## src/rtl/multdiv_iter_if.sv

```systemverilog
// Request/response bundle for the iterative multiply/divide unit.
// master = execute-stage issuer, slave = multdiv_iter.
interface multdiv_iter_if #(
   parameter int unsigned WIDTH = 32
);
   logic             in_valid;
   logic             in_ready;
   logic [1:0]       op;
   logic [WIDTH-1:0] a;
   logic [WIDTH-1:0] b;
   logic             out_valid;
   logic             out_ready;
   logic [WIDTH-1:0] hi;
   logic [WIDTH-1:0] lo;
   logic             busy;

   modport master (
      output in_valid, op, a, b, out_ready,
      input  in_ready, out_valid, hi, lo, busy
   );

   modport slave (
      input  in_valid, op, a, b, out_ready,
      output in_ready, out_valid, hi, lo, busy
   );
endinterface

```

## src/rtl/multdiv_iter.sv

```systemverilog
// Iterative shift-add multiplier / restoring divider with valid/ready handshake and flush.
// Define MULTDIV_DIV_EARLY_EN to finish divides with |a| < |b| straight from IDLE.
module multdiv_iter #(
   parameter int unsigned WIDTH    = 32,
   parameter int unsigned MUL_STEP = 2
) (
   input logic           clk_i,
   input logic           reset_i,
   input logic           flush_i,
   multdiv_iter_if.slave bus
);
   localparam int unsigned N_MUL  = WIDTH / MUL_STEP;
   localparam int unsigned CNT_W  = $clog2(WIDTH + 1);
   localparam int unsigned PART_W = WIDTH + MUL_STEP;
   localparam int unsigned ACC_W  = 2 * WIDTH;

   typedef enum logic [2:0] {
      S_IDLE,
      S_MUL,
      S_DIV,
      S_FIX,
      S_DONE
   } state_e;

   state_e             state_q, state_d;
   logic [CNT_W-1:0]   cnt_q, cnt_d;
   logic [ACC_W-1:0]   acc_q, acc_d;
   logic [WIDTH-1:0]   opnd_q, opnd_d;
   logic               neg_res_q, neg_res_d;
   logic               neg_rem_q, neg_rem_d;
   logic [WIDTH-1:0]   hi_q, hi_d;
   logic [WIDTH-1:0]   lo_q, lo_d;
   logic               in_ready_q;
   logic               out_valid_q;
   logic               busy_q;

   // Operand magnitudes at the accept cycle
   logic             is_signed, is_div, a_neg, b_neg, accept;
   logic [WIDTH-1:0] a_abs, b_abs;

   assign is_signed = bus.op[0];
   assign is_div    = bus.op[1];
   assign a_neg     = is_signed & bus.a[WIDTH-1];
   assign b_neg     = is_signed & bus.b[WIDTH-1];
   assign a_abs     = a_neg ? -bus.a : bus.a;
   assign b_abs     = b_neg ? -bus.b : bus.b;
   assign accept    = bus.in_valid & in_ready_q & ~flush_i;

   // One multiply step: add |a| x low MUL_STEP bits of the shifting multiplier, shift right
   logic [PART_W-1:0] mul_part, mul_sum;
   logic [ACC_W-1:0]  mul_next, mul_neg;

   assign mul_part = PART_W'(opnd_q) * PART_W'(acc_q[MUL_STEP-1:0]);
   assign mul_sum  = PART_W'(acc_q[ACC_W-1:WIDTH]) + mul_part;
   assign mul_next = {mul_sum, acc_q[WIDTH-1:MUL_STEP]};
   assign mul_neg  = -mul_next;

   // One restoring divide step: acc = {remainder, dividend-shifting-into-quotient}
   logic [WIDTH:0]   rem_sh;
   logic             rem_ge;
   logic [WIDTH-1:0] rem_diff, rem_next;
   logic [ACC_W-1:0] div_next;

   assign rem_sh   = {acc_q[ACC_W-1:WIDTH], acc_q[WIDTH-1]};
   assign rem_ge   = rem_sh >= {1'b0, opnd_q};
   assign rem_diff = rem_sh[WIDTH-1:0] - opnd_q;
   assign rem_next = rem_ge ? rem_diff : rem_sh[WIDTH-1:0];
   assign div_next = {rem_next, acc_q[WIDTH-2:0], rem_ge};

   // Next-state and datapath control
   always_comb begin
      state_d   = state_q;
      cnt_d     = cnt_q;
      acc_d     = acc_q;
      opnd_d    = opnd_q;
      neg_res_d = neg_res_q;
      neg_rem_d = neg_rem_q;
      hi_d      = hi_q;
      lo_d      = lo_q;

      if (flush_i) begin
         state_d = S_IDLE;
      end else begin
         unique case (state_q)
            S_IDLE: begin
               if (accept) begin
                  neg_res_d = a_neg ^ b_neg;
                  neg_rem_d = a_neg;
                  if (!is_div) begin
                     state_d = S_MUL;
                     cnt_d   = CNT_W'(N_MUL);
                     acc_d   = {{WIDTH{1'b0}}, b_abs};
                     opnd_d  = a_abs;
                  end else if (bus.b == '0) begin
                     state_d = S_DONE;
                     lo_d    = '1;
                     hi_d    = bus.a;
`ifdef MULTDIV_DIV_EARLY_EN
                  end else if (a_abs < b_abs) begin
                     state_d = S_DONE;
                     lo_d    = '0;
                     hi_d    = bus.a;
`endif
                  end else begin
                     state_d = S_DIV;
                     cnt_d   = CNT_W'(WIDTH);
                     acc_d   = {{WIDTH{1'b0}}, a_abs};
                     opnd_d  = b_abs;
                  end
               end
            end
            S_MUL: begin
               acc_d = mul_next;
               cnt_d = cnt_q - CNT_W'(1);
               if (cnt_q == CNT_W'(1)) begin
                  state_d      = S_DONE;
                  {hi_d, lo_d} = neg_res_q ? mul_neg : mul_next;
               end
            end
            S_DIV: begin
               acc_d = div_next;
               cnt_d = cnt_q - CNT_W'(1);
               if (cnt_q == CNT_W'(1)) begin
                  state_d = S_FIX;
               end
            end
            S_FIX: begin
               state_d = S_DONE;
               lo_d    = neg_res_q ? -acc_q[WIDTH-1:0] : acc_q[WIDTH-1:0];
               hi_d    = neg_rem_q ? -acc_q[ACC_W-1:WIDTH] : acc_q[ACC_W-1:WIDTH];
            end
            S_DONE: begin
               if (bus.out_ready) begin
                  state_d = S_IDLE;
               end
            end
            default: begin
               state_d = S_IDLE;
            end
         endcase
      end
   end

   // Handshake flags are registered from the next state so they track state_q exactly
   always_ff @(posedge clk_i) begin
      if (reset_i) begin
         state_q     <= S_IDLE;
         cnt_q       <= '0;
         acc_q       <= '0;
         opnd_q      <= '0;
         neg_res_q   <= 1'b0;
         neg_rem_q   <= 1'b0;
         hi_q        <= '0;
         lo_q        <= '0;
         in_ready_q  <= 1'b1;
         out_valid_q <= 1'b0;
         busy_q      <= 1'b0;
      end else begin
         state_q     <= state_d;
         cnt_q       <= cnt_d;
         acc_q       <= acc_d;
         opnd_q      <= opnd_d;
         neg_res_q   <= neg_res_d;
         neg_rem_q   <= neg_rem_d;
         hi_q        <= hi_d;
         lo_q        <= lo_d;
         in_ready_q  <= (state_d == S_IDLE);
         out_valid_q <= (state_d == S_DONE);
         busy_q      <= (state_d != S_IDLE);
      end
   end

   assign bus.in_ready  = in_ready_q;
   assign bus.out_valid = out_valid_q;
   assign bus.busy      = busy_q;
   assign bus.hi        = hi_q;
   assign bus.lo        = lo_q;
endmodule

```

## src/flat_wrapper.sv

```systemverilog
// flat-port wrapper written by rule: the top's interface ports become plain ports
module multdiv_iter_flat 
#(
   parameter int unsigned WIDTH    = 32,
   parameter int unsigned MUL_STEP = 2
)
  (clk_i, reset_i, flush_i, bus_in_valid, bus_op, bus_a, bus_b, bus_out_ready, bus_in_ready, bus_out_valid, bus_hi, bus_lo, bus_busy);
  multdiv_iter_if #(.WIDTH(WIDTH)) bus_i ();
  input logic clk_i;
  input logic reset_i;
  input logic flush_i;
  input wire logic [$bits(bus_i.in_valid)-1:0] bus_in_valid;
  input wire logic [$bits(bus_i.op)-1:0] bus_op;
  input wire logic [$bits(bus_i.a)-1:0] bus_a;
  input wire logic [$bits(bus_i.b)-1:0] bus_b;
  input wire logic [$bits(bus_i.out_ready)-1:0] bus_out_ready;
  output wire logic [$bits(bus_i.in_ready)-1:0] bus_in_ready;
  output wire logic [$bits(bus_i.out_valid)-1:0] bus_out_valid;
  output wire logic [$bits(bus_i.hi)-1:0] bus_hi;
  output wire logic [$bits(bus_i.lo)-1:0] bus_lo;
  output wire logic [$bits(bus_i.busy)-1:0] bus_busy;
  assign bus_i.in_valid = bus_in_valid;
  assign bus_i.op = bus_op;
  assign bus_i.a = bus_a;
  assign bus_i.b = bus_b;
  assign bus_i.out_ready = bus_out_ready;
  assign bus_in_ready = bus_i.in_ready;
  assign bus_out_valid = bus_i.out_valid;
  assign bus_hi = bus_i.hi;
  assign bus_lo = bus_i.lo;
  assign bus_busy = bus_i.busy;
  multdiv_iter #(.WIDTH(WIDTH), .MUL_STEP(MUL_STEP)) u_core (.clk_i(clk_i), .reset_i(reset_i), .flush_i(flush_i), .bus(bus_i));
endmodule
```

## config.mk

```make
export PLATFORM = sky130hd
export DESIGN_NAME = multdiv_iter_flat
export DESIGN_NICKNAME = d
export VERILOG_FILES = /design/src/rtl/multdiv_iter_if.sv /design/src/rtl/multdiv_iter.sv /design/src/flat_wrapper.sv
export SDC_FILE = /design/constraint.sdc
export NUM_CORES = 1
export LEC_CHECK = 0
export BUFFER_PORTS_ARGS = -buffer_cell sky130_fd_sc_hd__buf_2
export CAP_MARGIN = 20
export CORE_MARGIN = 2
export CORE_UTILIZATION = 38
export DETAILED_ROUTE_END_ITERATION = 16
export PLACE_DENSITY = 0.59
export SETUP_SLACK_MARGIN = 0.2
export SYNTH_ARGS = -nofsm -noshare
export SYNTH_HDL_FRONTEND = slang
export SYNTH_SLANG_ARGS = --single-unit
```

## constraint.sdc

```tcl
create_clock -name clk_i -period 8.7 [get_ports clk_i]
set_input_delay 0.87 -clock clk_i [delete_from_list [all_inputs] [get_ports clk_i]]
set_output_delay 0.87 -clock clk_i [all_outputs]
set_load 0.01 [all_outputs]
```

==> results.ini, run 1 <==
[place]
hpwl_um = 51200
place_congestion = 0.952
io_buffer_count = 137

[setup_path]
r2r_slack_ns = 2.94
criticalPathCategory = register to register
path_depth = 16
crit_slowest_cell = a311oi_1
cp_max_fo = 29
regToRegStartpoint = u_core.acc_q[1]$_SDFFE_PP0P_
crit_path_start = u_core.acc_q[1]$_SDFFE_PP0P_
cp-end-kind = register
crit_end = u_core.bus.hi[31]$_SDFFE_PP0P_
rr_worst_depth = 16
crit_family = simple AND/OR/NAND/NOR gates
arrival_ns = 6.09
cp_num_buf_inv = 2
cp.required_ns = 9.03
start_kind = register
slowest_delay_ns = 0.75
rr_endpoint = u_core.bus.hi[31]$_SDFFE_PP0P_
crit_chain = buf_4, nand2_1, fa_1, inv_1, ha_1, fa_1, a211oi_1, nor2_1, a311oi_1, nor4b_1, a21boi_0, nand3_1, nor4_4, nand4b_1, mux2i_1, a31oi_1
critPathMostFrequentCell = fa_1

[floorplan]
dieArea_mm2 = 0.0475
core_region_area_mm2 = 0.0453
initial_core_util = 0.384
ios = 138
dieWidth_um = 218
std_cell_rows = 78
die_h_um = 218

[global_routing]
antenna_found_initial = 1
grt_pass1_wl_um = 103000
grt_usage = 0.281
grt_overflow = 0
grt_max_degree = 80
grt_pass1_vias = 17100

[layout]
fillers = 4785
nets = 2588
final_layout_size_suffix_gt1_frac = 0.104
syn2layout_area_growth_pct = 9.41

[yosys]
synth_area_per_cell_um2 = 7.20
synth_edf_count = 0
yosysSeqAreaShare = 0.200
synth_area_mm2 = 0.0174
yosysMostFrequentCell = nand2_1
yosysWarnings = 0
yosys.area.top_type = dfxtp_1
syn_nets = 2590
yosysUniqueCellTypes = 98
ys_top_cells_by_count = nand2_1 (287), nor2_1 (225), a21oi_1 (207)
synth_cells = 2414
synthTopCellsByArea = dfxtp_1 (20%), xnor2_1 (6.3%), nand2_1 (6.2%)
ys.flop_type = dfxtp_1
yosysTopAreaCellShare = 0.200
synth_seq_cells = 174
synthArstFlopShare = 0

[power_and_ir_drop]
power_density_mw_per_mm2 = 153
totalPowerFinal_uw = 2910
p_leak_uw = 0.00766
vdd_drop_max_mv = 0.113

[drt]
drtIter0Drc = 2073
avgViaCountPerCell = 6.14
num_vias = 18600
drc = 0
wl_per_cell_um = 22.4
antenna_left = 0
dr.pass1.iters = 7
wirelength_um = 67800

[clocking]
clkLatencyLatePin_ns = 0.47
clock_tree.root_cell = clkbuf_16
clkTransAtPathRegs_ns = 0.08
numCtsBuffers = 17
cts_hold_buf = 0
tritoncts = yes
clkSinkCount = 174
cts_resized = 0
clk_path_buf_depth = 2
post_cts_buffers = 0
cts_max_level = 4

[timing]
timing.fmax_mhz = 173
clock_skew_ns = 0.0174
finalCritPeriodShare = 0.663
fin_hold_ws_ns = 0.454
relSlewSlack = 0.253
tightest_slew_ns = 1.10
grt_setup_unrepaired = false
finalSetupViolCount = 0
hold_viol = 0
setup_tns_ns = 0
final.min_clock_period_ns = 5.76
final_max_slew_viol_count = 0

[job]
drv_cap = 0

[hold_path]
hp-class = register to register

[outcome]
status = completed

-- flip-flops by register name, summed over array words and instances (netlist names) --
name,count
u_core.bus.lo,32
u_core.neg_rem_q,1
u_core.cnt_q,6
u_core.state_q,3
u_core.acc_q,64
u_core.bus.in_ready,1
u_core.neg_res_q,1
u_core.opnd_q,32
u_core.bus.busy,1
u_core.bus.out_valid,1
u_core.bus.hi,32
-- how the worst min path moves through the flow --
stage | start | to | slack, ns | cells after the start
global placement | u_core.bus.hi[1]$_SDFFE_PP0P_ | u_core.bus.hi[1]$_SDFFE_PP0P_ | 0.44 | 2
global route | u_core.bus.hi[1]$_SDFFE_PP0P_ | u_core.bus.hi[1]$_SDFFE_PP0P_ | 0.48 | 2
CTS | u_core.bus.hi[1]$_SDFFE_PP0P_ | u_core.bus.hi[1]$_SDFFE_PP0P_ | 0.46 | 2
detailed placement | u_core.bus.hi[1]$_SDFFE_PP0P_ | u_core.bus.hi[1]$_SDFFE_PP0P_ | 0.45 | 2
finish | u_core.bus.hi[1]$_SDFFE_PP0P_ | u_core.bus.hi[1]$_SDFFE_PP0P_ | 0.45 | 2
floorplan | u_core.opnd_q[28]$_SDFFE_PP0P_ | u_core.opnd_q[28]$_SDFFE_PP0P_ | 0.44 | 2
-- where the power goes --
part	switching (uW)	leakage (uW)	internal (uW)	total [uW]
logic	687	0.00593	401	1090
clock network	367	0.000310	519	886
registers	95.9	0.00142	838	934
total	1150	0.00766	1760	2910
-- metal layers --
layer / global-route usage / wire length (um)
met5: 0 / 13
met4: 0.0991 / 2300
met3: 0.0460 / 5970
met2: 0.439 / 30000
met1: 0.388 / 29500
-- cells by family after synthesis --
| family | share of synthesized area |
|---|---|
| DFF | 0.200 |
| buffers and inverters | 0.0750 |
| adders and majority gates | 0.0898 |
| xor gates and xnor gates | 0.111 |
| and+or+nand+nor | 0.207 |
| muxes | 0.0214 |
| AOI/OAI and AO/OA | 0.295 |
-- worst reg2reg max path: cells and delay by family, from the launching register on --
family                     cells  cell delay, ns
DFF                            1            0.46
adders and majority gates      3            1.23
muxes                          1            0.21
buffers and inverters          2            0.43
AOI/OAI and AO/OA              4            1.62
and+or+nand+nor                6            1.69
-- layout make-up --
type	instances	area [um^2]	area share
clock buffers	19	443	0.0233
clock inverters	13	213	0.0112
diodes	1	2.50	0.000132
inverters	157	589	0.0310
repair buffers	162	876	0.0460
flip-flops and latches	174	3490	0.183
multi-input cells	1900	12700	0.665
well taps	600	751	0.0395
-- per-stage QoR --
step                 util  std cells  setup WS [ns]  instance area, um^2
global placement    0.405       2993           3.23                18400
finish              0.420       3026           2.94                19000
floorplan               -       2414           3.93                17400
global route        0.420       3025           2.51                19000
detailed placement  0.405       2993           3.03                18400
CTS                 0.420       3025           3.01                19000
-- cell usage in the layout (no fill, tap or decap), types with 7 or more instances in the layout --
cell,count
a2111oi_0,7
nand2_1,287
o211ai_1,56
or3_1,18
a21o_1,31
nor4_1,19
a221oi_1,15
nand2b_1,14
o21ai_0,168
nor2b_1,7
a211oi_1,37
o21bai_1,10
a222oi_1,30
o31ai_1,38
o41ai_1,10
a211o_1,10
nor2_1,224
or4_1,11
ha_1,72
o22ai_1,8
fa_1,33
and3_1,16
a21oi_1,206
a311oi_1,30
o21ai_1,9
buf_2,136
xnor2_1,126
buf_4,26
nand3_1,33
xor2_1,91
o21a_1,13
and2_1,11
nor3_1,55
a31oi_1,22
nand3b_1,7
inv_1,156
dfxtp_1,172
clkbuf_16,17
mux2i_1,29
nand4_1,18
Note: power is estimated with default switching activity, not from simulation.
==> inputs of run 2 (changes only) <==
--- a/config.mk
+++ b/config.mk
@@ -10,7 +10,7 @@
 export CORE_MARGIN = 2
 export CORE_UTILIZATION = 38
 export DETAILED_ROUTE_END_ITERATION = 16
-export PLACE_DENSITY = 0.59
+export PLACE_DENSITY = 0.61
 export SETUP_SLACK_MARGIN = 0.2
 export SYNTH_ARGS = -nofsm -noshare
 export SYNTH_HDL_FRONTEND = slang
==> constraint.sdc (replaced) <==
create_clock -name clk_i -period 4.9 [get_ports clk_i]
set_input_delay 0.49 -clock clk_i [delete_from_list [all_inputs] [get_ports clk_i]]
set_output_delay 0.49 -clock clk_i [all_outputs]
set_load 0.01 [all_outputs]
==> run 2 against run 1 <==
Effect of this change: combinational power is 94% higher; sequential share of layout area is 0.59 points lower; clock-buffer cell count is 1 lower; fmax is 26% higher; non-clock buffer count is 73 higher; via count is 2.5% higher; clock power is 69% higher; die area stayed put; routed wire length is 3.0% higher; total power is 80% higher; highest routed layer unchanged.
==> results.ini, run 2 (synthesized netlist as in run 1, its figures left out) <==
[layout]
final_layout_size_suffix_gt1_frac = 0.138
nets = 2661
fillers = 4758
mostFrequentLayoutCells = nand2_1 (287), nor2_1 (224), a21oi_1 (205)
multiInputGateArea_mm2 = 0.0127
final_common_cell = nand2_1
final_core_util = 0.435
largest_reg_flops = 64
design_area_mm2 = 0.0197
max_flop_register = u_core.acc_q
syn2layout_area_growth_pct = 13.3
regArea_mm2 = 0.00349

[drt]
wl_per_cell_um = 22.5
num_vias = 19000
drtIter0Drc = 2480
avgViaCountPerCell = 6.14
antenna_left = 0
dr.pass1.iters = 7
drc = 0
wirelength_um = 69800

[setup_path]
regToRegStartpoint = u_core.acc_q[34]$_SDFFE_PP0P_
rr_worst_depth = 15
start_kind = register
arrival_ns = 4.94
r2r_slack_ns = 0.33
criticalPathCategory = register to register
cp-end-kind = register
rr_endpoint = u_core.bus.hi[24]$_SDFFE_PP0P_
cp_max_fo = 6
cp.required_ns = 5.27

[global_routing]
grt_pass1_vias = 17300
grt_max_degree = 96
antenna_found_initial = 3
grt_pass1_wl_um = 105000
grt_usage = 0.287
grt_overflow = 0

[outcome]
status = completed

[timing]
tightest_slew_ns = 1.08
final_max_slew_viol_count = 0
fin_hold_ws_ns = 0.366
clock_skew_ns = 0.0185
finalCritPeriodShare = 0.933
timing.fmax_mhz = 219
relSlewSlack = 0.274
grt_setup_unrepaired = true
setup_tns_ns = 0
finalSetupViolCount = 0
final.min_clock_period_ns = 4.57
hold_viol = 0

[clocking]
cts_max_level = 4
clkSinkCount = 174
numCtsBuffers = 17
tritoncts = yes
clkLatencyLatePin_ns = 0.48
cts_hold_buf = 0
clock_tree.root_cell = clkbuf_16
clk_path_buf_depth = 2
clkTransAtPathRegs_ns = 0.08

[floorplan]
core_region_area_mm2 = 0.0453
initial_core_util = 0.384
std_cell_rows = 78
ios = 138
dieArea_mm2 = 0.0475
die_h_um = 218
dieWidth_um = 218

[power_and_ir_drop]
power_density_mw_per_mm2 = 266
vdd_drop_max_mv = 0.253
totalPowerFinal_uw = 5240
p_leak_uw = 0.00801

[place]
hpwl_um = 53500
placed_cell_area_mm2 = 0.0189
place_congestion = 0.977
io_buffer_count = 137

[job]
drv_cap = 0

[hold_path]
min-delay-start = flush_i
hold_depth = 4
hold_end = u_core.state_q[1]$_SDFF_PP0_
hp-class = input pin to register

[run 2: changes by cell type in the layout (fill, tap and decap cells not counted), moves of 2 or more]
cell and change:
a211oi_2 +2, buf_4 +66, dfxtp_2 +2, bufinv_16 -2
a211oi_1 -2, o21ai_0 -2, buf_12 +4, ha_2 +4
o21ai_1 +2, dfxtp_1 -3, ha_1 -4, clkinvlp_4 +2
[run 2: per-layer routing]
metal  global-route usage  wire length (um)  vias to the layer above
met5                    0                13                        -
met4                0.111              2740                        2
met3               0.0497              5790                      154
met2                0.451             31100                      904
met1                0.392             30200                     9163
li1                     -                 -                     8807
[run 2: worst max-delay path by stage]
stage / startpoint / end / depth (start not counted)
after CTS: u_core.acc_q[33]$_SDFFE_PP0P_ / u_core.bus.hi[24]$_SDFFE_PP0P_ / 16
after floorplan: u_core.acc_q[1]$_SDFFE_PP0P_ / u_core.bus.hi[24]$_SDFFE_PP0P_ / 18
after global placement: u_core.acc_q[33]$_SDFFE_PP0P_ / u_core.bus.hi[24]$_SDFFE_PP0P_ / 16
after detailed placement: u_core.acc_q[1]$_SDFFE_PP0P_ / u_core.bus.hi[24]$_SDFFE_PP0P_ / 16
after global routing: u_core.acc_q[33]$_SDFFE_PP0P_ / u_core.bus.hi[24]$_SDFFE_PP0P_ / 16
final: u_core.acc_q[34]$_SDFFE_PP0P_ / u_core.bus.hi[24]$_SDFFE_PP0P_ / 15
[run 2: power breakdown]
part | switching (uW) | total (uW) | internal, uW
clock network | 688 | 1500 | 811
registers | 133 | 1620 | 1490
logic | 1320 | 2120 | 794
total | 2140 | 5240 | 3090
[run 2: cell type report]
type / instances / share of cell area
Antenna cell: 1 / 0.000127
Tap cell: 600 / 0.0381
Clock inverter: 14 / 0.00928
Timing Repair Buffer: 235 / 0.0763
Inverter: 157 / 0.0299
Sequential cell: 174 / 0.177
Multi-Input combinational cell: 1900 / 0.647
Clock buffer: 18 / 0.0218
[run 2: critical path: stages (launching register included)]
cell and delay (ns):
dfxtp_1 0.44, inv_1 0.15, fa_1 0.55, inv_1 0.07, fa_2 0.44, a211o_1 0.34, a21o_1 0.18, a22o_1 0.23
o41ai_4 0.43, o21ai_2 0.17, xor2_2 0.18, or3_4 0.37, or3b_4 0.43, mux2_4 0.31, nand2_1 0.07, a31oi_1 0.08
[run 2: what timing repair did]
action,in CTS,in global routing
cloned,0,1
gates resized for setup,2,26
buffers inserted,0,9
pin swaps,1,5
setup endpoints to repair,8,19
[run 2: through the flow]
stage	worst slack [ns]	cells
floorplan	0.227	2414
global placement	0.193	3055
detailed placement	0.0819	3056
CTS	0.202	3088
global route	0.194	3098
finish	0.328	3099
